<file path="src/rtl/mul_pkg.sv">
// Shared definitions for the shift-add multiplier.
//   state_t  : control FSM states
//   WIDTH_MIN/WIDTH_MAX : legal operand width range
//   cnt_w()  : iteration counter width for a given operand width
package mul_pkg;

  typedef enum logic [1:0] {
    IDLE = 2'd0,
    RUN  = 2'd1,
    NEG  = 2'd2,
    DONE = 2'd3
  } state_t;

  localparam int WIDTH_MIN = 4;
  localparam int WIDTH_MAX = 64;

  // Counter only has to reach WIDTH-1.
  function automatic int cnt_w(input int w);
    return (w <= 2) ? 1 : $clog2(w);
  endfunction

endpackage

</file>
<file path="src/rtl/mul_adder.sv">
// Combinational W-bit adder with carry-out, used for the accumulate step.
//   a, b : addends (WIDTH)
//   sum  : low WIDTH bits of a+b
//   cout : carry-out
module mul_adder #(
  parameter int WIDTH = 32
) (
  input  logic [WIDTH-1:0] a,
  input  logic [WIDTH-1:0] b,
  output logic [WIDTH-1:0] sum,
  output logic             cout
);

  assign {cout, sum} = {1'b0, a} + {1'b0, b};

endmodule

</file>
<file path="src/rtl/shift_add_multiplier.sv">
// Sequential shift-add multiplier, one add/shift iteration per clock.
//   clk, rst     : clock, synchronous active-high reset
//   start        : request, accepted only while ready=1
//   multiplicand : operand A, sampled on accepted start
//   multiplier   : operand B, sampled on accepted start
//   is_signed    : two's-complement mode (only when SIGNED_MUL_EN is defined)
//   ready        : high in IDLE
//   done         : one-cycle pulse, product valid
//   product      : 2*WIDTH result / live shift register
//   hi           : upper half of product
// WIDTH legal range 4..64. Define SIGNED_MUL_EN to enable signed mode:
// operands are loaded as magnitudes and a final NEG cycle negates the result.
module shift_add_multiplier
  import mul_pkg::*;
#(
  parameter int WIDTH = 32
) (
  input  logic               clk,
  input  logic               rst,
  input  logic               start,
  input  logic [WIDTH-1:0]   multiplicand,
  input  logic [WIDTH-1:0]   multiplier,
`ifdef SIGNED_MUL_EN
  input  logic               is_signed,
`endif
  output logic               ready,
  output logic               done,
  output logic [2*WIDTH-1:0] product,
  output logic [WIDTH-1:0]   hi
);

  localparam int CW = cnt_w(WIDTH);

  state_t           state;
  logic [CW-1:0]    count;
  logic [WIDTH-1:0] mcand;
  logic             neg;

  logic [WIDTH-1:0] a_ld, b_ld;
  logic             neg_ld;
  logic [WIDTH-1:0] sum;
  logic             cout;

  // Operand conditioning at acceptance. The most negative value's magnitude
  // 2^(W-1) still fits W unsigned bits, so no special case is needed.
  always_comb begin
    a_ld   = multiplicand;
    b_ld   = multiplier;
    neg_ld = 1'b0;
`ifdef SIGNED_MUL_EN
    if (is_signed) begin
      if (multiplicand[WIDTH-1]) a_ld = ~multiplicand + WIDTH'(1);
      if (multiplier[WIDTH-1])   b_ld = ~multiplier + WIDTH'(1);
      neg_ld = multiplicand[WIDTH-1] ^ multiplier[WIDTH-1];
    end
`endif
  end

  mul_adder #(.WIDTH(WIDTH)) u_add (
    .a    (product[2*WIDTH-1:WIDTH]),
    .b    (mcand),
    .sum  (sum),
    .cout (cout)
  );

  assign hi = product[2*WIDTH-1:WIDTH];

  always_ff @(posedge clk) begin
    if (rst) begin
      state   <= IDLE;
      count   <= '0;
      product <= '0;
      mcand   <= '0;
      neg     <= 1'b0;
      ready   <= 1'b1;
      done    <= 1'b0;
    end else begin
      case (state)
        IDLE: begin
          done <= 1'b0;
          if (start) begin
            mcand   <= a_ld;
            product <= {{WIDTH{1'b0}}, b_ld};
            count   <= '0;
            neg     <= neg_ld;
            ready   <= 1'b0;
            state   <= RUN;
          end
        end
        RUN: begin
          // Carry-out lands in the product MSB so the full 2W result survives.
          if (product[0]) product <= {cout, sum, product[WIDTH-1:1]};
          else            product <= {1'b0, product[2*WIDTH-1:1]};
          if (count == CW'(WIDTH-1)) begin
            state <= neg ? NEG : DONE;
            done  <= ~neg;
          end else begin
            count <= count + CW'(1);
          end
        end
        NEG: begin
          product <= ~product + (2*WIDTH)'(1);
          done    <= 1'b1;
          state   <= DONE;
        end
        DONE: begin
          done  <= 1'b0;
          ready <= 1'b1;
          state <= IDLE;
        end
        default: begin
          done  <= 1'b0;
          ready <= 1'b1;
          state <= IDLE;
        end
      endcase
    end
  end

endmodule

</file>
<file path="config.mk">
export PLATFORM = sky130hd
export DESIGN_NAME = shift_add_multiplier
export DESIGN_NICKNAME = d
export VERILOG_FILES = /design/src/rtl/mul_pkg.sv /design/src/rtl/mul_adder.sv /design/src/rtl/shift_add_multiplier.sv
export SDC_FILE = /design/constraint.sdc
export NUM_CORES = 1
export LEC_CHECK = 0
export CAP_MARGIN = 10
export CORE_AREA = 3 3 125 127
export CTS_CLUSTER_SIZE = 40
export DETAILED_ROUTE_END_ITERATION = 8
export DIE_AREA = 0 0 128 130
export DONT_BUFFER_PORTS = 1
export PLACE_DENSITY_LB_ADDON = 0.15
export RECOVER_POWER = 25
export SLEW_MARGIN = 20
export SYNTH_ARGS = -nofsm -noshare
export SYNTH_HDL_FRONTEND = slang
export SYNTH_SLANG_ARGS = --single-unit
export TNS_END_PERCENT = 100
</file>
<file path="constraint.sdc">
create_clock -name clk -period 7.1 [get_ports clk]
set_clock_uncertainty 0.05 [all_clocks]
set_input_delay 1.42 -clock clk [delete_from_list [all_inputs] [get_ports clk]]
set_output_delay 1.42 -clock clk [all_outputs]
set_load 0.02 [all_outputs]
</file>
==> insert_results.sql <==
INSERT INTO impl_metrics (metric_group, metric, value, unit) VALUES
('critical_path', 'crit_path_start_kind', 'flip-flop', ''),
('drt', 'dr.first_iter.drc_count', '768', ''),
('floorplan', 'fp.dieW', '128', 'um'),
('place', 'hpwl', '16100', 'um'),
('run_status', 'violated_checks', 'max-capacitance violations, max-slew violations', ''),
('critical_path', 'crit_path_cell_trace', 'inv_1, ha_1, or4b_1, or4_1, or4_1, nor2_1, nand2_1, a32o_1, a22oi_1, o22ai_1', ''),
('logic_synthesis', 'synth-seq-cells', '105', ''),
('floorplan', 'placementRows', '44', ''),
('critical_path', 'total_number_of_cells_along_the_worst_setup_path', '10', ''),
('critical_path', 'worstRegToRegCells', '10', ''),
('place', 'dp_cells', '1188', ''),
('grt', 'antenna_found_initial', '0', ''),
('timing', 'timing_hold_violations_final', '0', ''),
('logic_synthesis', 'yosys_warnings', '0', ''),
('drt', 'detail_route.drc_violations', '0', ''),
('power', 'power.static_leakage', '0.00299', 'uW'),
('critical_path', 'cp_common_cell', 'sky130_fd_sc_hd__or4_1', ''),
('timing', 'fin_ws', '2820', 'ps'),
('timing', 'grt_setup_unrepaired', 'no', ''),
('cts', 'ctsHoldBuffers', '0', ''),
('critical_path', 'r2r-start', 'product[0]', ''),
('final_layout', 'syn2layout_area_growth', '1.28', '%'),
('timing', 'timing_worst_slew_pin_value', '2140', 'ps'),
('timing', 'worst_slew_margin_rel', '-43.0', '%'),
('critical_path', 'crit_arrival', '4470', 'ps'),
('critical_path', 'crit_path_top_delay_cell', 'sky130_fd_sc_hd__or4_1', ''),
('final_layout', 'finalCoreUtilization', '55.3', '%'),
('critical_path', 'critical-path-max-stage-delay', '810', 'ps'),
('timing', 'post-route-min-period', '4280', 'ps'),
('final_layout', 'fillerInstances', '1450', ''),
('logic_synthesis', 'synth_async_sr_flop_share', '0', '%'),
('final_layout', 'final_nets', '1123', ''),
('floorplan', 'floorplan.core_area', '14500', 'sq um'),
('critical_path', 'critPathLaunch', 'product[0]', ''),
('timing', 'fmax', '233', 'MHz'),
('floorplan', 'start_util', '54.6', '%'),
('cts', 'cts.sink_count', '105', ''),
('cts', 'clock_insertion_delay_worst_skew', '360', 'ps'),
('drt', 'total_number_of_vias', '7890', ''),
('drt', 'avgViaCountPerCell', '6.55', ''),
('logic_synthesis', 'yosysSeqAreaShare', '26.5', '%'),
('grt', 'grt.total_usage', '27.8', '%'),
('final_layout', 'fraction_of_final_layout_cells_with_drive_strength_greater_than_1', '4.51', '%'),
('timing', 'tns', '0', 'ps'),
('critical_path', 'worst_path_dominant_cell_family', 'simple AND/OR/NAND/NOR gates', ''),
('critical_path', 'timing.reg2reg.setup_slack', '2820', 'ps'),
('min_path', 'timing.hold.worst.class', 'flip-flop to flip-flop', ''),
('drt', 'postRouteWirelength', '23600', 'um'),
('critical_path', 'worst_setup_ep', 'product[60]', ''),
('logic_synthesis', 'post_synth_edffs', '0', ''),
('cts', 'numCtsBuffers', '9', ''),
('cts', 'clock_slew_seen_by_the_registers_of_the_worst_setup_and_hold_paths', '80', 'ps'),
('place', 'finalWeightedCongestion', '0.905', ''),
('timing', 'maxSlewViolCount', '44', ''),
('critical_path', 'worstReg2RegEnd', 'product[60]', ''),
('run_status', 'outcome', 'finished with violations', ''),
('critical_path', 'setup.worst_path.end_class', 'flip-flop', ''),
('logic_synthesis', 'synthCells', '1095', ''),
('drt', 'wl_per_cell', '19.6', 'um'),
('critical_path', 'path_buf_inv', '1', ''),
('drt', 'antenna_left', '0', ''),
('final_layout', 'num_antenna_cells', '0', ''),
('critical_path', 'critical_path.max_fanout', '12', ''),
('power', 'power_density', '375', 'nW/um^2'),
('run', 'max-cap-violations', '1', ''),
('critical_path', 'timing.setup.critical_path_class', 'flip-flop to flip-flop', ''),
('logic_synthesis', 'synthesis.area', '7940', 'sq um'),
('cts', 'cts-root-buf', 'sky130_fd_sc_hd__clkbuf_16', ''),
('timing', 'setup_viols_final', '0', ''),
('logic_synthesis', 'synth_area_per_cell', '7.25', 'sq um'),
('power', 'vdd_drop_max', '0.187', 'mV');
## cells by family (layout without fill, tap and decap cells)
logic type | count (synthesis) | count (layout) | synth area share [%]
xor gates and xnor gates | 51 | 51 | 5.63
muxes | 13 | 13 | 1.67
adders and majority gates | 41 | 41 | 6.56
DFF | 105 | 105 | 26.5
and+or+nand+nor | 426 | 426 | 25.1
buffers and inverters | 127 | 52 | 7.72
AOI/OAI and AO/OA | 332 | 332 | 26.9
## worst min path at each step
stage | endpoint | cells after the start | slack (ps) | start
5_1_grt | mcand[27] | 2 | 420 | mcand[27]
2_1_floorplan | mcand[0] | 2 | 390 | mcand[0]
3_5_place_dp | mcand[14] | 2 | 400 | mcand[14]
6_report | mcand[0] | 2 | 410 | mcand[0]
3_3_place_gp | mcand[27] | 2 | 390 | mcand[27]
4_1_cts | mcand[14] | 2 | 410 | mcand[14]
## state kept, by name, indices dropped and copies added (netlist names)
name / cells
ready: 1
done: 1
mcand: 32
count: 5
state: 2
product: 64
## metal layers
metal	routed length, um	global-route usage, %	vias up
met4	536	9.18	0
met3	2090	5.49	48
met1	10900	39.1	3643
li1	-	-	3836
met2	10100	43.0	363
met5	0	0	-
## worst register-to-register path, stage by stage (launching register included)
cell,delay [ps]
sky130_fd_sc_hd__dfxtp_1,310
sky130_fd_sc_hd__inv_1,380
sky130_fd_sc_hd__ha_1,290
sky130_fd_sc_hd__or4b_1,570
sky130_fd_sc_hd__or4_1,720
sky130_fd_sc_hd__or4_1,820
sky130_fd_sc_hd__nor2_1,320
sky130_fd_sc_hd__nand2_1,130
sky130_fd_sc_hd__a32o_1,290
sky130_fd_sc_hd__a22oi_1,200
sky130_fd_sc_hd__o22ai_1,100
## metrics by stage
step	area (sq um)	hold WS (ps)
after floorplan	7940	390
after global placement	7740	391
after detailed placement	7740	396
after CTS	8050	406
after global routing	8040	417
final	8040	406
## where the power goes
group	leakage, uW	total, uW	internal [uW]	switching [uW]
registers	0.000857	1040	706	331
logic	0.00198	1450	527	922
clock network	0.000149	533	294	239
total	0.00299	3020	1530	1490
## cells in the final DEF, fill, tap and decap left out, types with 20 or more instances in the layout
| master | Yosys | layout |
|---|---|---|
| sky130_fd_sc_hd__o21ai_0 | 63 | 62 |
| sky130_fd_sc_hd__nor3_1 | 53 | 53 |
| sky130_fd_sc_hd__nand2_1 | 139 | 139 |
| sky130_fd_sc_hd__nor2_1 | 116 | 116 |
| sky130_fd_sc_hd__ha_1 | 40 | 39 |
| sky130_fd_sc_hd__a21oi_1 | 109 | 109 |
| sky130_fd_sc_hd__a211oi_1 | 24 | 24 |
| sky130_fd_sc_hd__inv_1 | 24 | 24 |
| sky130_fd_sc_hd__nor4_1 | 24 | 24 |
| sky130_fd_sc_hd__xnor2_1 | 32 | 32 |
| sky130_fd_sc_hd__or3_1 | 20 | 20 |
| sky130_fd_sc_hd__a221oi_1 | 22 | 22 |
| sky130_fd_sc_hd__dfxtp_1 | 105 | 105 |
## area by class of cell
cell class | instances | area (sq um) | area share [%]
Tap cell | 184 | 230 | 2.86
Clock buffer | 12 | 256 | 3.19
Inverter | 24 | 90.1 | 1.12
Timing Repair Buffer | 12 | 78.8 | 0.980
Clock inverter | 4 | 51.3 | 0.638
Sequential cell | 105 | 2100 | 26.1
Multi-Input combinational cell | 863 | 5230 | 65.1
(Power assumes the default switching activity.)
